===== config.mk =====
export PLATFORM = sky130hd
export DESIGN_NAME = if_fetch_unit
export DESIGN_NICKNAME = d
export VERILOG_FILES = /design/src/rtl/musa_if_pkg.sv /design/src/rtl/ifid_register.sv /design/src/rtl/if_fetch_unit.sv
export SDC_FILE = /design/constraint.sdc
export NUM_CORES = 1
export LEC_CHECK = 0
export CELL_PAD_IN_SITES_DETAIL_PLACEMENT = 0
export CELL_PAD_IN_SITES_GLOBAL_PLACEMENT = 2
export CORE_UTILIZATION = 29
export CTS_CLUSTER_SIZE = 25
export DETAILED_ROUTE_END_ITERATION = 6
export PLACE_DENSITY = 0.76
export SYNTH_ARGS = -nofsm -noshare
export SYNTH_HDL_FRONTEND = slang
export SYNTH_HIERARCHICAL = 1
export SYNTH_SLANG_ARGS = --single-unit

===== constraint.sdc =====
create_clock -name clk -period 2.55 [get_ports clk]
set_input_delay 0.51 -clock clk [delete_from_list [all_inputs] [get_ports clk]]
set_output_delay 0.51 -clock clk [all_outputs]
set_load 0.05 [all_outputs]

===== src/rtl/musa_if_pkg.sv =====
// musa_if_pkg: shared fetch-stage constants and FSM state encoding.
package musa_if_pkg;
  typedef logic [1:0] fetch_state_t;
  localparam fetch_state_t S_IDLE = 2'd0;
  localparam fetch_state_t S_FETCH = 2'd1;
  localparam fetch_state_t S_HOLD = 2'd2;
  localparam logic [31:0] NOP_INSTR_DEF = 32'h0000_0000;
  localparam int INSTR_BYTES = 4;
endpackage


===== src/rtl/ifid_register.sv =====
// ifid_register: IF/ID pipeline register with load, stall hold, flush and NOP reset.
module ifid_register
  import musa_if_pkg::*;
#(
  parameter int ADDR_W = 32,
  parameter int DATA_W = 32,
  parameter logic [DATA_W-1:0] NOP_INSTR = DATA_W'(NOP_INSTR_DEF)
) (
  input  logic              clk,
  input  logic              reset,
  input  logic              load,
  input  logic              stall,
  input  logic              flush,
  input  logic [DATA_W-1:0] instr_in,
  input  logic [ADDR_W-1:0] pc4_in,
  output logic [DATA_W-1:0] instr,
  output logic [ADDR_W-1:0] pc4,
  output logic              valid
);
  logic [DATA_W-1:0] instr_q, instr_d;
  logic [ADDR_W-1:0] pc4_q, pc4_d;
  logic              valid_q, valid_d;
  // Without a load or stall, ID consumed the entry, so a bubble is left behind.
  always_comb begin
    instr_d = flush ? NOP_INSTR : load ? instr_in : instr_q;
    pc4_d   = (load && !flush) ? pc4_in : pc4_q;
    valid_d = flush ? 1'b0 : load ? 1'b1 : stall ? valid_q : 1'b0;
  end
  always_ff @(posedge clk or negedge reset) begin
    if (!reset) begin
      instr_q <= NOP_INSTR;
      pc4_q   <= '0;
      valid_q <= 1'b0;
    end else begin
      instr_q <= instr_d;
      pc4_q   <= pc4_d;
      valid_q <= valid_d;
    end
  end
  assign instr = instr_q;
  assign pc4   = pc4_q;
  assign valid = valid_q;
endmodule


===== src/rtl/if_fetch_unit.sv =====
// if_fetch_unit: IF-stage controller running the imem handshake, next-PC selection and IF/ID skid/flush.
module if_fetch_unit
  import musa_if_pkg::*;
#(
  parameter int ADDR_W = 32,
  parameter int DATA_W = 32,
  parameter logic [DATA_W-1:0] NOP_INSTR = DATA_W'(NOP_INSTR_DEF)
) (
  input  logic              clk,
  input  logic              reset,
  input  logic [ADDR_W-1:0] pc_value,
  output logic [ADDR_W-1:0] pc_next,
  output logic              pc_write,
  output logic              imem_req,
  output logic [ADDR_W-1:0] imem_addr,
  input  logic              imem_ack,
  input  logic [DATA_W-1:0] imem_rdata,
  input  logic              stall_id,
  input  logic              redirect,
  input  logic [ADDR_W-1:0] redirect_target,
  output logic [DATA_W-1:0] ifid_instr,
  output logic [ADDR_W-1:0] ifid_pc4,
  output logic              ifid_valid
);
  fetch_state_t      state_q, state_d;
  logic [ADDR_W-1:0] addr_q, addr_d, tgt_q, tgt_d, skid_pc4_q, skid_pc4_d, pc4;
  logic [DATA_W-1:0] skid_instr_q, skid_instr_d;
  logic              pend_q, pend_d, ack_f, accept, ifid_load;
  always_comb begin
    pc4       = addr_q + ADDR_W'(INSTR_BYTES);
    ack_f     = (state_q == S_FETCH) && imem_ack;
    accept    = ack_f && !redirect && !pend_q;
    pc_write  = ack_f || (redirect && state_q != S_FETCH);
    pc_next   = redirect ? redirect_target : pend_q ? tgt_q : pc4;
    // A redirect during an outstanding request is deferred until the ack.
    pend_d    = (state_q == S_FETCH) && !imem_ack && (pend_q || redirect);
    tgt_d     = redirect ? redirect_target : tgt_q;
    addr_d    = pc_write ? pc_next : (state_q == S_IDLE) ? pc_value : addr_q;
    skid_instr_d = ack_f ? imem_rdata : skid_instr_q;
    skid_pc4_d   = ack_f ? pc4 : skid_pc4_q;
    state_d   = (state_q == S_IDLE) ? S_FETCH :
                (state_q == S_FETCH) ? ((accept && stall_id) ? S_HOLD : S_FETCH) :
                (redirect || !stall_id) ? S_FETCH : S_HOLD;
    ifid_load = !redirect && !stall_id && (accept || state_q == S_HOLD);
  end
  always_ff @(posedge clk or negedge reset) begin
    if (!reset) begin
      state_q      <= S_IDLE;
      addr_q       <= '0;
      tgt_q        <= '0;
      pend_q       <= 1'b0;
      skid_instr_q <= NOP_INSTR;
      skid_pc4_q   <= '0;
    end else begin
      state_q      <= state_d;
      addr_q       <= addr_d;
      tgt_q        <= tgt_d;
      pend_q       <= pend_d;
      skid_instr_q <= skid_instr_d;
      skid_pc4_q   <= skid_pc4_d;
    end
  end
  assign imem_req  = (state_q == S_FETCH);
  assign imem_addr = addr_q;
  ifid_register #(.ADDR_W(ADDR_W), .DATA_W(DATA_W), .NOP_INSTR(NOP_INSTR)) u_ifid (
    .clk      (clk),
    .reset    (reset),
    .load     (ifid_load),
    .stall    (stall_id),
    .flush    (redirect),
    .instr_in (state_q == S_HOLD ? skid_instr_q : imem_rdata),
    .pc4_in   (state_q == S_HOLD ? skid_pc4_q : pc4),
    .instr    (ifid_instr),
    .pc4      (ifid_pc4),
    .valid    (ifid_valid)
  );
endmodule


=== After elaboration in Yosys (flattened, before gate mapping) ===
Index checks and enable logic that the tools add are counted.

* $add $sub $neg: 1
* Equality and inequality tests: 4
* Mux-type cells: 15
* Reduce and logical (&&, ||, !) cells: 21

{| class="wikitable"
|+ Operators by type and width
! kind !! count
|-
| 32-bit 2-to-1 mux || 8
|-
| 32-bit by 3-bit adder with 32-bit output (second input constant) || 1
|-
| 1-bit logical AND || 10
|-
| 2-bit 2-to-1 mux || 4
|-
| 1-bit zero test || 4
|-
| 1-bit logical OR || 4
|-
| 2-bit nonzero test || 2
|-
| 1-bit 2-to-1 mux || 3
|-
| 3-bit by 1-bit inequality test with 1-bit output (second input constant) || 1
|-
| 2-bit by 1-bit equality test with 1-bit output (second input constant) || 1
|-
| 2-bit equality test (second input constant) || 1
|-
| 2-bit zero test || 1
|-
| 2-bit by 1-bit inequality test with 1-bit output (second input constant) || 1
|}

* Flip-flop bits (word level): 196
* Input bits: 101
* Output and inout bits: 131
* Word-level logic and storage cells: 50

=== Depth between registers and ports, before layout ===
* Depth in word-level cells: 8
* Gate-level depth with buffers: 11
* Mapped depth without buffers: 7

=== Hierarchy ===
The synthesis kept the hierarchy.

{| class="wikitable"
|+ By module, submodules not included
! module !! times used !! cells an instance !! area an instance (um2)
|-
| if_fetch_unit || 1 || 770 || 7,322.0
|-
| ifid_register || 1 || 176 || 2,650.0
|}

=== Worst setup path after synthesis ===
No wires, ideal clock.

* Path type: flip-flop to output port
* From: reg addr_q[2], in the netlist imem_addr[2]
* To: out pc_next[28]
* Data arrival time: 3.179 ns
* Required time: 2.040 ns
* Path slack: -1.139 ns
* Stages on the path, launching flop included: 8
* Path buffers: 1
* Path through: dfrtp_1 > ha_1 > nand3_4 > nor4_1 > buf_2 > nand4_1 > nor3b_1 > o31ai_1

* Word-level cells in the longest chain between the ends: 3

{| class="wikitable"
|+ Ends and longest elaborated chain
! element !! RTL line !! text
|-
| from (decl) || if_fetch_unit.sv:26 || <nowiki>logic [ADDR_W-1:0] addr_q, addr_d, tgt_q, tgt_d, skid_pc4_q, skid_pc4_d, pc4;</nowiki>
|-
| from (signal assigned) || if_fetch_unit.sv:56 || <nowiki>addr_q <= addr_d;</nowiki>
|-
| 32-bit by 3-bit adder with 32-bit output || if_fetch_unit.sv:30 || <nowiki>pc4 = addr_q + ADDR_W'(INSTR_BYTES);</nowiki>
|-
| 32-bit 2-to-1 mux (2 in a row) || if_fetch_unit.sv:34 || <nowiki>pc_next = redirect ? redirect_target : pend_q ? tgt_q : pc4;</nowiki>
|-
| to (decl) || if_fetch_unit.sv:12 || <nowiki>output logic [ADDR_W-1:0] pc_next,</nowiki>
|}

No other way between the ends.

=== Final worst setup path ===
* From: reg addr_q[6], in the netlist imem_addr[6]
* To: out pc_next[26]

Same word-level chain as after synthesis.

==> results.txt <==
Worst-path clk slew: 80 ps
Largest net degree at the start of global routing: 64
Core ar.: 0.03370 mm^2
Initial Utilization: 29.59%
Pre-CTS setup slack: 29.24 ps
Seq/Total Area, Yosys: 49.18%
Actual slew at the worst max-slew pin: 604.2 ps
Netlist Area Pre-Place: 0.009972 mm^2
Commonest register cell after synthesis: dfrtp_1
Syn_nets: 1,048
Drt first-iter violations: 460
Most frequent cells after synthesis: dfrtp_1, mux2_2, nor2_1
Maximum vdd ir drop: 0.5011 mV
Final Max Slew Viols: 0
Via density: 4.963
Row cnt: 67
Post-DP HPWL: 23.50 mm
Yosys top cell by area: dfrtp_1
Max FO, Critical Path: 3
First-pass GRT wire length: 50.70 mm
Area contributors post-synth: dfrtp_1, mux2_2, mux2_4, mux2i_1, o21ai_0
RSZ-0062 raised after global routing: true
GRT Overall Usage: 18.77%
H-tree depth: 4
TritonCTS clock tree: yes
Period utilisation layout: 115.5%
CP Launch Type: register
Num CTS Buffers: 17
Initial antenna violation count: 6
Chip width: 187.4 um
Power Density: 748.5 mW/mm^2
I/O pin cnt: 232
Status: finished with violations
Clk sink count: 196
Vias: 8,556
NumNets Final: 1,363
Vias in the first global route: 8,340
Die area: 0.03513 mm^2
Residual DRC count: 0
Cell total after placement: 1,642
Final WS setup: -395.6 ps
Total power: 11.50 mW
Yosys reg bits: 196
Synth Instances: 946
Die Height: 187.4 um
Post-synth EDFFs: 0
Routed WL per cell: 19.43 um
Worst hold path class: in2reg
FFs w/ async S/R, synth: 100.0%
I/O Buffers: 231
# setup viols final: 25
Yosys cell types: 63
Crit path DAT: 2440 ps
Area share of the largest cell type after synthesis: 49.18%
Root Driver: clkbuf_16
CP endpoint kind: output pin
DRT antenna net count: 0
Top-count cell post-synth: dfrtp_1
Worst Setup Path Type: reg2out
P_leak: 6.583 nW
Router iterations before antenna repair: 5
Filler Cells Inserted: 3,154
Failing checks: setup timing
Worst skew pair latency: 440 ps
Worst EP required: 2040 ps
Slew Limit Headroom: 59.65%
Layout cells sized above 1: 34.46%
Grt ovf: 0
Multi-input gate area: 0.005409 mm^2
Max Clk Rate: 339.5 MHz
Reg area: 0.004930 mm^2
Post-Layout Cell Count: 1,724
Avg Inst Size Synth: 10.54 um^2
Final min period: 2946 ps
Layout Skew: 13.13 ps
Gpl congestion: 0.8082
Fin. Hold Viols: 0
Area Overhead vs Synth: 54.03%
Max-cap violations: 0
Deepest clock path buffer count: 2
Syn. warnings: 6
Total Wirelength: 33.51 mm
==> per-layer routing <==
metal  track usage [%]  vias to the layer above  part of all wire [%]
met5                 0                        -                  0.12
met1             25.38                     4224                    44
met4             5.472                        6                   1.8
met2             28.24                      292                    45
met3             6.473                       35                   8.5
li1                  -                     3999                     -
==> flip-flops by register name, indices dropped and copies added, names as in the netlist <==
name          cells
tgt_q            32
state_q           2
u_ifid/valid      1
skid_pc4_q       32
pend_q            1
skid_instr_q     32
u_ifid/instr     32
u_ifid/pc4       32
imem_addr        32
==> placed cells by master, fill, tap and decap left out, types with 36 or more instances in the layout <==
master	count
dfrtp_1	176
buf_4	113
mux2_2	86
o21ai_0	57
a21oi_1	45
nor2_1	77
mux2i_1	36
clkdlybuf4s50_1	195
mux2_4	36
nand2_1	69
==> timing repair <==
item                                    4_1_cts  5_1_grt
endpoints found under the hold margin        25        0
gates resized for setup                      58       66
pin swaps                                    13       27
setup buffers                                14       33
endpoints found under the setup margin       27       29
gates cloned                                  0        1
hold buffers                                  1        0
==> logic make-up (layout without fill, tap and decap cells) <==
kind of cell               Yosys count  after routing  synth area share [%]
muxes                              162            162                 18.92
buffers and inverters              105            433                 4.504
AOI/OAI and AO/OA                  219            219                 13.81
xor gates and xnor gates            26             26                 2.284
DFF                                196            196                 49.18
and+or+nand+nor                    237            237                 11.17
other                                0              2                     0
adders and majority gates            1              1                0.1255
==> stage by stage <==
step / hold slack, ps / cell area [um^2] / setup TNS (ps) / util [%]
2_1_floorplan: 214.4 / 10270 / -1530 / -
6_report: 399.3 / 15360 / -6263 / 45.58
5_1_grt: 393.4 / 15360 / -8784 / 45.57
4_1_cts: 369.6 / 14760 / -6320 / 43.80
3_3_place_gp: 423.3 / 13810 / 0 / 40.97
3_5_place_dp: 430.4 / 13810 / 0 / 40.97
==> report_power, final <==
group	internal (mW)	switching, mW	leakage, nW	total [mW]
sequential	3.67	0.372	2.45	4.04
combinational	2.02	2.76	3.87	4.78
clock	1.36	1.31	0.268	2.67
==> layout make-up <==
| type | instances | area share [%] |
|---|---|---|
| antenna | 2 | 0.03258 |
| timing repair buffer | 365 | 24.50 |
| multi-input combinational | 645 | 35.22 |
| inverter | 36 | 0.9042 |
| clock inverter | 14 | 0.8146 |
| clock buffer | 18 | 2.794 |
| tap | 448 | 3.649 |
| sequential | 196 | 32.10 |
==> final timing paths <==
path | startpoint | to | slack, ps | depth (start not counted)
setup / recovery | imem_addr[6]$_DFFE_PN0P_ | pc_next[26] | -400 | 6
hold / removal | redirect | state_q[1]$_DFF_PN0_ | 400 | 2
setup reg to reg | imem_addr[10]$_DFFE_PN0P_ | u_ifid/pc4[27]$_DFFE_PN0P_ | 250 | 9
hold reg to reg | skid_pc4_q[15]$_DFFE_PN0N_ | skid_pc4_q[15]$_DFFE_PN0N_ | 480 | 2
max in group asynchronous | reset | imem_addr[15]$_DFFE_PN0P_ | 1320 | 3
min in group asynchronous | reset | u_ifid/pc4[14]$_DFFE_PN0P_ | 520 | 2
==> worst max-delay path, stage by stage (launching register included) <==
cell	delay [ps]
dfrtp_2	360
nand4_1	180
or4_4	590
or4_4	500
nand3_2	90
a21o_4	130
buf_8	140
No activity file was read; power rests on OpenSTA's default activity.
